[src/rtl/muldiv_pkg.sv]
// Shared types and constants for the iterative RV32M multiply/divide sequencer.
package muldiv_pkg;

   typedef enum logic [2:0] {
      OP_MUL    = 3'b000,
      OP_MULH   = 3'b001,
      OP_MULHSU = 3'b010,
      OP_MULHU  = 3'b011,
      OP_DIV    = 3'b100,
      OP_DIVU   = 3'b101,
      OP_REM    = 3'b110,
      OP_REMU   = 3'b111
   } muldiv_op_e;

   typedef enum logic [1:0] {
      ST_IDLE,
      ST_CALC,
      ST_FIX,
      ST_DONE
   } muldiv_state_e;

   localparam int MULDIV_STEPS = 32;
   localparam int MULDIV_CNT_W = 5;

   function automatic logic op_signed_a(input muldiv_op_e op);
      return (op == OP_MULH) || (op == OP_MULHSU) || (op == OP_DIV) || (op == OP_REM);
   endfunction

   function automatic logic op_signed_b(input muldiv_op_e op);
      return (op == OP_MULH) || (op == OP_DIV) || (op == OP_REM);
   endfunction

endpackage

[src/rtl/add_sub.sv]
// Ripple-style adder/subtractor: i_sub=1 computes i_a - i_b via inverted b and carry-in.
module add_sub #(
   parameter int WIDTH = 33
) (
   input  logic [WIDTH-1:0] i_a,
   input  logic [WIDTH-1:0] i_b,
   input  logic             i_sub,
   output logic [WIDTH-1:0] o_sum,
   output logic             o_cout
);

   logic [WIDTH-1:0] b_eff;

   assign b_eff = i_b ^ {WIDTH{i_sub}};
   assign {o_cout, o_sum} = {1'b0, i_a} + {1'b0, b_eff} + {{WIDTH{1'b0}}, i_sub};

endmodule

[src/rtl/muldiv_seq.sv]
// Iterative RV32M multiply/divide: 32-step shift-add multiply / restoring divide on one adder.
// Optional MULDIV_FAST_ZERO_EN: divide-by-zero, signed overflow and zero-operand multiply skip CALC.
module muldiv_seq
   import muldiv_pkg::*;
#(
   parameter int WIDTH = 32
) (
   input  logic             i_clk,
   input  logic             i_rst,
   input  logic             i_start,
   input  logic [2:0]       i_muldiv_op,
   input  logic [WIDTH-1:0] i_operand_a,
   input  logic [WIDTH-1:0] i_operand_b,
   output logic             o_ready,
   output logic             o_busy,
   output logic             o_done,
   output logic [WIDTH-1:0] o_result
);

`ifdef MULDIV_FAST_ZERO_EN
   localparam bit FAST_ZERO = 1'b1;
`else
   localparam bit FAST_ZERO = 1'b0;
`endif

   localparam int AW = WIDTH + 1;
   localparam logic [WIDTH-1:0] INT_MIN = {1'b1, {(WIDTH-1){1'b0}}};

   muldiv_state_e           state_q, state_d;
   logic [MULDIV_CNT_W-1:0] cnt_q;
   muldiv_op_e              op_q;
   logic [WIDTH-1:0]        hi_q, lo_q, b_q, a_q, result_q;
   logic                    neg_a_q, neg_res_q, div_zero_q, ovf_q, mul_zero_q;

   // Decode of the incoming request, used only at acceptance
   muldiv_op_e       op_in;
   logic             neg_a_in, neg_b_in, div_zero_in, ovf_in, mul_zero_in, special_in;
   logic [WIDTH-1:0] mag_a_in, mag_b_in;
   logic             accept, last_step;

   assign op_in       = muldiv_op_e'(i_muldiv_op);
   assign neg_a_in    = op_signed_a(op_in) & i_operand_a[WIDTH-1];
   assign neg_b_in    = op_signed_b(op_in) & i_operand_b[WIDTH-1];
   assign mag_a_in    = neg_a_in ? -i_operand_a : i_operand_a;
   assign mag_b_in    = neg_b_in ? -i_operand_b : i_operand_b;
   assign div_zero_in = i_muldiv_op[2] && (i_operand_b == '0);
   assign ovf_in      = op_signed_b(op_in) && i_muldiv_op[2] &&
                        (i_operand_a == INT_MIN) && (i_operand_b == '1);
   assign mul_zero_in = !i_muldiv_op[2] && ((i_operand_a == '0) || (i_operand_b == '0));
   assign special_in  = div_zero_in | ovf_in | mul_zero_in;

   assign accept    = (state_q == ST_IDLE) && i_start;
   assign last_step = (cnt_q == MULDIV_CNT_W'(MULDIV_STEPS - 1));

   always_ff @(posedge i_clk) begin
      if (i_rst) state_q <= ST_IDLE;
      else       state_q <= state_d;
   end

   always_comb begin
      state_d = state_q;
      case (state_q)
         ST_IDLE: if (i_start) state_d = (FAST_ZERO && special_in) ? ST_FIX : ST_CALC;
         ST_CALC: if (last_step) state_d = ST_FIX;
         ST_FIX:  state_d = ST_DONE;
         ST_DONE: state_d = ST_IDLE;
         default: state_d = ST_IDLE;
      endcase
   end

   assign o_ready  = (state_q == ST_IDLE);
   assign o_busy   = (state_q != ST_IDLE);
   assign o_done   = (state_q == ST_DONE);
   assign o_result = result_q;

   // Shared step: multiply adds the multiplicand to the high half when the
   // multiplier LSB is set; divide trial-subtracts the divisor from the shifted remainder.
   logic          is_div;
   logic [AW-1:0] add_a, add_b, add_sum;
   logic          add_cout;

   assign is_div = op_q[2];
   assign add_a  = is_div ? {hi_q, lo_q[WIDTH-1]} : {1'b0, hi_q};
   assign add_b  = (is_div || lo_q[0]) ? {1'b0, b_q} : '0;

   add_sub #(.WIDTH(AW)) u_add_sub (
      .i_a    (add_a),
      .i_b    (add_b),
      .i_sub  (is_div),
      .o_sum  (add_sum),
      .o_cout (add_cout)
   );

   logic [2*WIDTH-1:0] prod, prod_fix;
   logic [WIDTH-1:0]   quot_fix, rem_fix, fix_res;

   assign prod     = {hi_q, lo_q};
   assign prod_fix = neg_res_q ? -prod : prod;
   assign quot_fix = neg_res_q ? -lo_q : lo_q;
   assign rem_fix  = neg_a_q ? -hi_q : hi_q;

   always_comb begin
      fix_res = '0;
      if (is_div) begin
         if (div_zero_q)  fix_res = op_q[1] ? a_q : '1;
         else if (ovf_q)  fix_res = op_q[1] ? '0 : INT_MIN;
         else             fix_res = op_q[1] ? rem_fix : quot_fix;
      end else if (!mul_zero_q) begin
         fix_res = (op_q == OP_MUL) ? prod_fix[WIDTH-1:0] : prod_fix[2*WIDTH-1:WIDTH];
      end
   end

   always_ff @(posedge i_clk) begin
      if (i_rst) begin
         cnt_q      <= '0;
         op_q       <= OP_MUL;
         hi_q       <= '0;
         lo_q       <= '0;
         b_q        <= '0;
         a_q        <= '0;
         neg_a_q    <= 1'b0;
         neg_res_q  <= 1'b0;
         div_zero_q <= 1'b0;
         ovf_q      <= 1'b0;
         mul_zero_q <= 1'b0;
         result_q   <= '0;
      end else begin
         if (accept) begin
            cnt_q      <= '0;
            op_q       <= op_in;
            hi_q       <= '0;
            lo_q       <= mag_a_in;
            b_q        <= mag_b_in;
            a_q        <= i_operand_a;
            neg_a_q    <= neg_a_in;
            neg_res_q  <= neg_a_in ^ neg_b_in;
            div_zero_q <= div_zero_in;
            ovf_q      <= ovf_in;
            mul_zero_q <= mul_zero_in;
         end else if (state_q == ST_CALC) begin
            cnt_q <= cnt_q + MULDIV_CNT_W'(1);
            if (is_div) begin
               // Restore on borrow: keep the shifted remainder, quotient bit 0
               hi_q <= add_cout ? add_sum[WIDTH-1:0] : add_a[WIDTH-1:0];
               lo_q <= {lo_q[WIDTH-2:0], add_cout};
            end else begin
               hi_q <= add_sum[AW-1:1];
               lo_q <= {add_sum[0], lo_q[WIDTH-1:1]};
            end
         end
         if (state_q == ST_FIX) result_q <= fix_res;
      end
   end

endmodule

[config.mk]
export PLATFORM = sky130hd
export DESIGN_NAME = muldiv_seq
export DESIGN_NICKNAME = d
export VERILOG_FILES = /design/src/rtl/muldiv_pkg.sv /design/src/rtl/add_sub.sv /design/src/rtl/muldiv_seq.sv
export SDC_FILE = /design/constraint.sdc
export NUM_CORES = 1
export LEC_CHECK = 0
export ABC_AREA = 1
export BUFFER_PORTS_ARGS = -buffer_cell sky130_fd_sc_hd__buf_2
export CORE_AREA = 3 3 250 178
export DETAILED_ROUTE_END_ITERATION = 12
export DIE_AREA = 0 0 253 181
export GPL_TIMING_DRIVEN = 0
export HOLD_SLACK_MARGIN = 0.03
export MAX_ROUTING_LAYER = met4
export PLACE_DENSITY = 0.59
export SLEW_MARGIN = 0
export SYNTH_ARGS = -nofsm -noshare
export SYNTH_HDL_FRONTEND = slang
export SYNTH_SLANG_ARGS = --single-unit
[constraint.sdc]
create_clock -name i_clk -period 3.46 [get_ports i_clk]
set_input_delay 0.173 -clock i_clk [delete_from_list [all_inputs] [get_ports i_clk]]
set_output_delay 0.173 -clock i_clk [all_outputs]
set_load 0.005 [all_outputs]
== Word-level counts from Yosys, hierarchy flattened ==
Cells that the tools add are included.

* $add $sub $neg: 8
* Equality and inequality tests: 12
* Mux-type cells: 23
* Bitwise operators: 4
* Reductions and logical operators: 22

{| class="wikitable"
|+ Operator list
! cell !! count
|-
| $mux 32 || 18
|-
| $neg 32->32 || 4
|-
| $eq 32x32->1 const B || 2
|-
| $logic_not 32->1 || 2
|-
| $mux 64 || 1
|-
| $neg 64->64 || 1
|-
| $add 33x33->34 || 1
|-
| $add 34x1->34 || 1
|-
| $mux 33 || 1
|-
| $xor 32x33->33 || 1
|-
| $pmux 2 s4 || 1
|-
| $logic_or 1x1->1 || 7
|-
| $eq 3x3->1 const B || 2
|-
| $logic_and 1x1->1 || 6
|-
| $add 5x1->5 const B || 1
|-
| $eq 5x5->1 const B || 1
|-
| $eq 2x2->1 const B || 2
|-
| $mux 2 || 2
|-
| $ne 2x2->1 const B || 2
|-
| $reduce_bool 2->1 || 2
|-
| $eq 3x1->1 const B || 1
|-
| $eq 3x2->1 const B || 1
|-
| $logic_not 3->1 || 1
|-
| $and 1x1->1 || 2
|-
| 6 further kinds || 6
|}

* Flip-flop bits (word level): 175
* Input port bits: 70
* Output and inout bits: 35
* Logic and storage cells: 82

== Longest topological paths before layout ==
Gate-level depths: netlist (run 1).

* Depth after elaboration: 8
* Mapped depth: 25
* Gate-level depth less buffers: 21

== By module ==
Synthesis (run 1) repeated with hierarchy kept, for this count alone.

* Cells, all modules: 2929
* Area total of the unflattened synthesis: 16753.6 sq um

{| class="wikitable"
|+ By module, submodules not included
! module !! times used !! cells each !! area each (sq um)
|-
| muldiv_seq || 1 || 2431 || 14123.5
|-
| add_sub || 1 || 498 || 2630.0
|}

== Least setup slack after synthesis (run 1) ==
Ideal clock, no wire load.

* Path type: reg2reg
* Start point: register op_q[2]
* End point: register hi_q[28]
* Arrival: 3.125 ns
* Slack: 0.218 ns
* Stages on the path, launching flop included: 20
* Path buffers: 6
* Cells stage by stage: dfxtp_1 -> buf_6 -> clkbuf_1 -> clkbuf_1 -> buf_1 -> a21oi_1 -> o21ai_0 -> inv_1 -> ha_1 -> a21o_1 -> a21oi_2 -> a21oi_1 -> nor2_1 -> nand2_4 -> buf_6 -> buf_6 -> nand3_1 -> nand3_1 -> nor2_1 -> nor2_1

* Longest elaborated chain between the ends: 7

{| class="wikitable"
|+ Ends and longest elaborated chain
! element !! line !! RTL
|-
| from (decl) || muldiv_seq.sv:31 || <nowiki>muldiv_op_e op_q;</nowiki>
|-
| from (signal assigned) || muldiv_seq.sv:130 || <nowiki>op_q <= op_in;</nowiki>
|-
| $logic_or 1x1->1 || muldiv_seq.sv:84 || <nowiki>assign add_b = (is_div || lo_q[0]) ? {1'b0, b_q} : '0;</nowiki>
|-
| $mux 32 || muldiv_seq.sv:84 ||
|-
| $xor 32x33->33 || add_sub.sv:14 || <nowiki>assign b_eff = i_b ^ {WIDTH{i_sub}};</nowiki>
|-
| $add 33x33->34 || add_sub.sv:15 || <nowiki>assign {o_cout, o_sum} = {1'b0, i_a} + {1'b0, b_eff} + {{WIDTH{1'b0}}, i_sub};</nowiki>
|-
| $add 34x1->34 || add_sub.sv:15 ||
|-
| $mux 32 || muldiv_seq.sv:144 || <nowiki>hi_q <= add_cout ? add_sum[WIDTH-1:0] : add_a[WIDTH-1:0];</nowiki>
|-
| $mux 32 * || muldiv_seq.sv:142 || <nowiki>if (is_div) begin</nowiki>
|-
| to (signal assigned) || muldiv_seq.sv:144 ||
|-
| to (signal assigned) || muldiv_seq.sv:147 || <nowiki>hi_q <= add_sum[AW-1:1];</nowiki>
|-
| to (decl) || muldiv_seq.sv:32 || <nowiki>logic [WIDTH-1:0] hi_q, lo_q, b_q, a_q, result_q;</nowiki>
|}

Mark *: on every way between the ends. The rest lies on a longest branch, timed or not.
A chain may end at the register's enable or synchronous reset.

== Worst setup path in the final report (run 1) ==
* Start point: register hi_q[8]
* End point: register hi_q[18]

* Longest elaborated chain between the ends: 5

{| class="wikitable"
|+ Ends and longest elaborated chain
! element !! line !! RTL
|-
| $mux 33 * || muldiv_seq.sv:83 || <nowiki>assign add_a = is_div ? {hi_q, lo_q[WIDTH-1]} : {1'b0, hi_q};</nowiki>
|-
| $add 33x33->34 * || add_sub.sv:15 ||
|-
| $add 34x1->34 * || add_sub.sv:15 ||
|-
| $mux 32 || muldiv_seq.sv:144 ||
|-
| $mux 32 * || muldiv_seq.sv:142 ||
|}

Marked as above.

==> summary.md, run 1 <==
| Metric | Value |
|---|---|
| PnR worst setup slack | `-23.5 ps` |
| Post-synth top cells | `nand2_1 (715), nor2_1 (363), inv_1 (347), o21ai_0 (337), nand3_1 (307)` |
| Internal power | `6690 µW` |
| Total grt overflow | `0` |
| Final RePlAce weighted congestion | `1.11` |
| Crit Path Max Fanout | `8` |
| Share of cells above drive strength 1 | `0.102` |
| Cell Pwr Density | `857 mW/mm²` |
| Ys flop type | `dfxtp_1` |
| TritonCTS clock tree | `built` |
| DRT met1 WL | `42800 µm` |
| Via count | `22300` |
| Simple-Gate Fraction of Synth Area | `0.392` |
| Seq cells post-synth | `175` |
| Reg clk slew, reported paths | `80 ps` |
| Setup violations, final | `2` |
| Fin util | `0.458` |
| Min Tclk post-route | `3480 ps` |
| Cell count after synthesis | `2944` |
| Pre-CTS WS | `-1520 ps` |
| Most frequent cell after synthesis | `nand2_1` |
| DRT iter0 DRCs | `3699` |
| Synth top area share | `0.214` |
| Ranking of synthesized cells by area | `dfxtp_1 (21%), nand2_1 (16%), o21ai_0 (10%)` |
| Design area | `0.0193 mm²` |
| Initial Utilization | `0.388` |
| Post-Place Cells | `3599` |
| I/O pins | `105` |
| Final Max Slew Viols | `0` |
| Dpl cell area | `0.0176 mm²` |
| Filler Cell Count | `4692` |
| Largest family of logic cells by synthesized area | `simple AND/OR/NAND/NOR gates` |
| Switching pwr | `9870 µW` |
| Total number of yosys warnings | `0` |
| Crit path from | `hi_q[8]` |
| Initial antenna violation count | `1` |
| Number of cells on the worst reg-to-reg path | `16` |
| Post-Syn Area | `0.0164 mm²` |
| P&R area growth vs syn | `17.9%` |
| Bufs on Longest Clock Path | `2` |
| R2R Setup Slk | `-20 ps` |
| Worst-margin pin slew | `1260 ps` |
| Ratio of final minimum period to clock period | `1.01` |
| Met2 Wirelength | `34700 µm` |
| Largest net degree at the start of global routing | `19` |
| Status | `complete, but fails checks` |
| Post-synth EDFFs | `0` |
| Core footprint | `0.0423 mm²` |
| Crit Path Class | `reg -> reg` |
| Seq/Total Area, Yosys | `0.214` |
| Clock share of power | `0.124` |
| Fmax | `287 MHz` |
| Leading area contributor after synthesis | `dfxtp_1` |
| Flop pwr share | `0.219` |
| Non-filler cells, final | `3692` |
| WL final | `94300 µm` |
| Via density per instance | `6.03` |
| Row cnt | `63` |
| RSZ-0062 raised after global routing | `true` |
| Worst-Skew Late Latency | `490 ps` |
| Worst EP required | `3870 ps` |
| Peak supply drop | `0.000388 V` |
| Library cells used by synthesis | `53` |
| Compound-Gate Fraction of Synth Area | `0.224` |
| Die area | `0.0458 mm²` |
| Met3 routed WL | `15000 µm` |
| # DRC | `0` |
| Setup Skew | `21.6 ps` |
| Pwr Total | `16600 µW` |
| TritonRoute pass-1 iters | `6` |
| Standby leakage power | `0.00880 µW` |
| # H-tree levels | `4` |
| Final ANT Viol Nets | `0` |
| Final hold vios | `0` |
| Port bufs | `103` |
| Adder-Cell Fraction of Synth Area | `0.0333` |
| CTS root buffer | `clkbuf_16` |
| Total clock sinks | `175` |
| Die height | `181 µm` |
| Drt wl/cell | `25.5 µm` |
| Combinational power share | `0.658` |
| Async SR Flop Fraction | `0` |
| Sw Ratio | `0.596` |
| Synth Area per Inst | `5.57 µm²` |
| Tot GR Track Use | `0.416` |
| Worst Hold Class | `in -> reg` |
| Crit start category | `flip-flop` |
| Post-Synth XOR/XNOR Area | `0.0208` |
| Detail Placement HPWL | `76600 µm` |
| Global-route wire length before repair | `135000 µm` |
| Post-synthesis mux area share | `0` |
| Failing checks | `negative setup slack` |
| R2r startpoint | `hi_q[8]` |
| Reg2reg end | `hi_q[18]` |
| CP Data Arrival Time | `3900 ps` |
| Worst setup path end | `hi_q[18]` |
| Top Metal Used | `met4` |
| Crit end category | `flip-flop` |
| Syn nets | `3057` |
| Die W | `253 µm` |
| TritonCTS Buffers | `17` |
| Slew HR | `0.155` |
| Vias in the first global route | `19900` |
| Max-Cap Viols | `0` |
| Final nets | `3239` |
-- cell usage in the layout (no fill, tap or decap), types with 81 or more instances in the layout --
| cell | Yosys | routed |
|---|---|---|
| clkbuf_1 | 100 | 81 |
| o21ai_0 | 337 | 313 |
| buf_2 | 11 | 112 |
| inv_1 | 347 | 333 |
| nor2_1 | 363 | 354 |
| nand3_1 | 307 | 304 |
| a21oi_1 | 207 | 192 |
| dfxtp_1 | 175 | 173 |
| nand2_1 | 715 | 704 |
-- critical path, stage by stage, from the launching register on --
cell and delay, ps:
dfxtp_1 620, inv_1 220, o21ai_0 430, ha_2 400, a21oi_2 180, inv_1 70
a21oi_2 160, nand2_1 70, nand2_1 100, nand3_4 140, nand2_8 140, nand2_8 80
nor2_4 200, clkinvlp_4 280, o21ai_1 200, nor2_1 50, nor2_1 80
-- cell type report --
| class | count | area [µm²] | share of cell area |
|---|---|---|---|
| plain buffers | 138 | 753 | 0.0390 |
| clock buffers | 18 | 439 | 0.0227 |
| flip-flops and latches | 175 | 3510 | 0.181 |
| inverters | 358 | 1350 | 0.0697 |
| well taps | 552 | 691 | 0.0357 |
| multi-input cells | 2273 | 11400 | 0.588 |
| diodes | 1 | 2.50 | 0.000129 |
| repair buffers | 163 | 1080 | 0.0559 |
| clock inverters | 14 | 150 | 0.00777 |
-- power groups by stage --
stage          clock network (µW)  logic (µW)  registers (µW)
2_1_floorplan                   0        6280            3090
3_3_place_gp                    0        9850            3550
3_5_place_dp                    0        9850            3550
4_1_cts                      2040       10100            3510
5_1_grt                      2140       11700            3620
6_report                     2050       10900            3620
-- metrics by stage --
stage | hold slack, ps | TNS (ps)
final | 40.9 | -28.1
after floorplan | 272 | 0
after detailed placement | 425 | -46000
after global placement | 413 | -43990
after global routing | 57.4 | -117
after CTS | 30.6 | 0
-- how the worst min path moves through the flow --
stage	from	endpoint	slack, ps	cells past startpoint
finish	i_operand_b[17]	b_q[17]	40	3
global route	i_operand_b[16]	b_q[16]	60	4
CTS	i_operand_a[26]	a_q[26]	30	3
detailed placement	i_operand_a[13]	lo_q[13]	430	2
global placement	i_muldiv_op[0]	op_q[0]	410	3
floorplan	i_operand_a[13]	lo_q[13]	270	1
-- routing by layer --
layer  vias to the layer above  GRT usage
met4                         0     0.0767
met5                         -          -
met3                       122      0.138
met2                      1562      0.524
li1                      10100          -
met1                     10500      0.628
-- repair_timing --
| action | 4_1_cts | 5_1_grt |
|---|---|---|
| gates cloned | 0 | 1 |
| pin swaps | 9 | 21 |
| setup buffers | 12 | 8 |
| endpoints found under the setup margin | 35 | 38 |
| gates resized for setup | 80 | 115 |
| endpoints found under the hold margin | 47 | 0 |
| hold buffers | 39 | 0 |
-- registers in the layout (all words and copies together), names as in the netlist --
name	count
a_q	32
b_q	32
cnt_q	5
div_zero_q	1
hi_q	32
lo_q	32
mul_zero_q	1
neg_a_q	1
neg_res_q	1
o_result	32
op_q	3
ovf_q	1
state_q	2
-- kinds of logic after synthesis --
family,Yosys count
xor+xnor,39
buf+inv,496
simple gates,1517
fa+ha+maj,43
compound gates,674
flops,175
No activity file was read; power rests on OpenSTA's default activity.
==> inputs of run 2 (changes only) <==
Settings changed: SKIP_LAST_GASP set to 1.
==> run 2 against run 1 <==
The flow still finishes with violations (negative setup slack). Via count shrank 0.13%. Core utilization shrank 0.053 points. First-iteration DRC count shrank 0.43%. Wire length is essentially flat. Flip-flop and latch count is the same. Sequential share of layout area is essentially flat. Clock power is essentially flat. Largest cell class unchanged.
==> summary.md, run 2 (same netlist as run 1, synthesis figures left out) <==
| Metric | Value |
|---|---|
| Detail Placement HPWL | `76600 µm` |
| Via count | `22300` |
| TritonRoute pass-1 iters | `6` |
| Dpl cell area | `0.0176 mm²` |
| Commonest cells after routing, fill and taps aside | `nand2_1 (705), nor2_1 (355), inv_1 (334)` |
| Total grt overflow | `0` |
| I/O pins | `105` |
| Crit Path Class | `reg -> reg` |
| Row cnt | `63` |
| Final RePlAce weighted congestion | `1.11` |
| CP Data Arrival Time | `3960 ps` |
| Bufs on Longest Clock Path | `2` |
| Setup Skew | `21.3 ps` |
| Crit Path Max Fanout | `7` |
| Initial Utilization | `0.388` |
| Status | `complete, but fails checks` |
| Die W | `253 µm` |
| Min Tclk post-route | `3540 ps` |
| Ratio of final minimum period to clock period | `1.02` |
| Peak supply drop | `0.000390 V` |
| Final hold slack | `41.6 ps` |
| P&R area growth vs syn | `17.7%` |
| Final nets | `3239` |
| # H-tree levels | `4` |
| Die height | `181 µm` |
| PnR worst setup slack | `-83.8 ps` |
| Worst-margin pin slew | `1200 ps` |
| Crit end category | `flip-flop` |
| Tot GR Track Use | `0.416` |
| Total clock sinks | `175` |
| Fmax | `282 MHz` |
| # DRC | `0` |
| Final hold vios | `0` |
| CP max stage delay | `650 ps` |
| Global-route wire length before repair | `135000 µm` |
| Failing checks | `negative setup slack` |
| RSZ-0062 raised after global routing | `true` |
| TritonCTS Buffers | `17` |
| Worst EP required | `3870 ps` |
| Vias in the first global route | `19900` |
| Final ANT Viol Nets | `0` |
| Crit start category | `flip-flop` |
| Largest net degree at the start of global routing | `19` |
| Max-Cap Viols | `0` |
| Crit-path cells | `inv_1 > o21ai_0 > ha_4 > a21oi_1 > nor3_1 > nand3b_1 > nor2_4 > nand2_8 > nor2_4 > clkinvlp_4 > o21ai_1 > nor2_1 > nor2_1` |
| Die area | `0.0458 mm²` |
| Standby leakage power | `0.00879 µW` |
| Leading cell type in the layout, fill and taps excluded | `nand2_1` |
| DRT iter0 DRCs | `3683` |
| Worst Hold Class | `in -> reg` |
| Reg clk slew, reported paths | `80 ps` |
| TritonCTS clock tree | `built` |
| Port bufs | `103` |
| CTS root buffer | `clkbuf_16` |
| Design area | `0.0193 mm²` |
| Worst-Skew Late Latency | `490 ps` |
| Share of cells above drive strength 1 | `0.100` |
| Initial antenna violation count | `1` |
| Final Max Slew Viols | `0` |
| WL final | `94400 µm` |
| Slew HR | `0.199` |
| Via density per instance | `6.03` |
| Drt wl/cell | `25.6 µm` |
| Crit-path slowest cell | `dfxtp_1` |
| Cell Pwr Density | `856 mW/mm²` |
| Setup violations, final | `3` |
| Core footprint | `0.0423 mm²` |
## run 2: worst paths after layout
check                  startpoint        to  slack [ps]  cells past startpoint
hold / removal    i_operand_b[17]   b_q[17]          40                      3
setup reg to reg         hi_q[30]  hi_q[18]         -80                     13
setup / recovery         hi_q[30]  hi_q[18]         -80                     13
hold reg to reg           a_q[22]   a_q[22]         480                      2
## run 2: metrics by stage
step	power [µW]	setup WS, ps	setup TNS (ps)	std cells	util
CTS	15700	3.74	0	3682	0.448
detailed placement	13400	-1520	-46000	3599	0.417
floorplan	9370	218	0	2944	-
global placement	13400	-1460	-43990	3599	0.417
global route	17400	-72.8	-275	3691	0.457
finish	16500	-83.8	-202	3692	0.457
## run 2: final cells by class
cell class                 count  area (µm²)
timing repair buffer         163        1080
sequential                   175        3510
multi-input combinational   2273       11300
buffer                       138         753
tap                          552         691
antenna                        1        2.50
clock inverter                14         150
inverter                     358        1350
fill                        4700       22900
clock buffer                  18         439
## run 2: worst max-delay path, delay by kind of cell (launching register included)
kind / cells / cell delay [ps]
buf+inv: 2 / 580
flops: 1 / 650
compound gates: 3 / 970
fa+ha+maj: 1 / 320
simple gates: 7 / 970
## run 2: what timing repair did
action	CTS	global route
gates cloned	0	1
setup endpoints to repair	35	38
setup buffers	12	8
resized for setup	80	107
pin swaps	9	20
hold buffers	39	0
hold endpoints to repair	47	0
## run 2: layer usage
layer | GRT usage | share of wire
met5 | - | 0
met4 | 0.0767 | 0.021
met3 | 0.138 | 0.16
met2 | 0.524 | 0.37
met1 | 0.628 | 0.45
## run 2: where the power goes
group	switching [µW]	leakage, µW	internal [µW]
registers	989	0.00144	2640
logic	7810	0.00707	3060
clock network	1060	0.000281	981
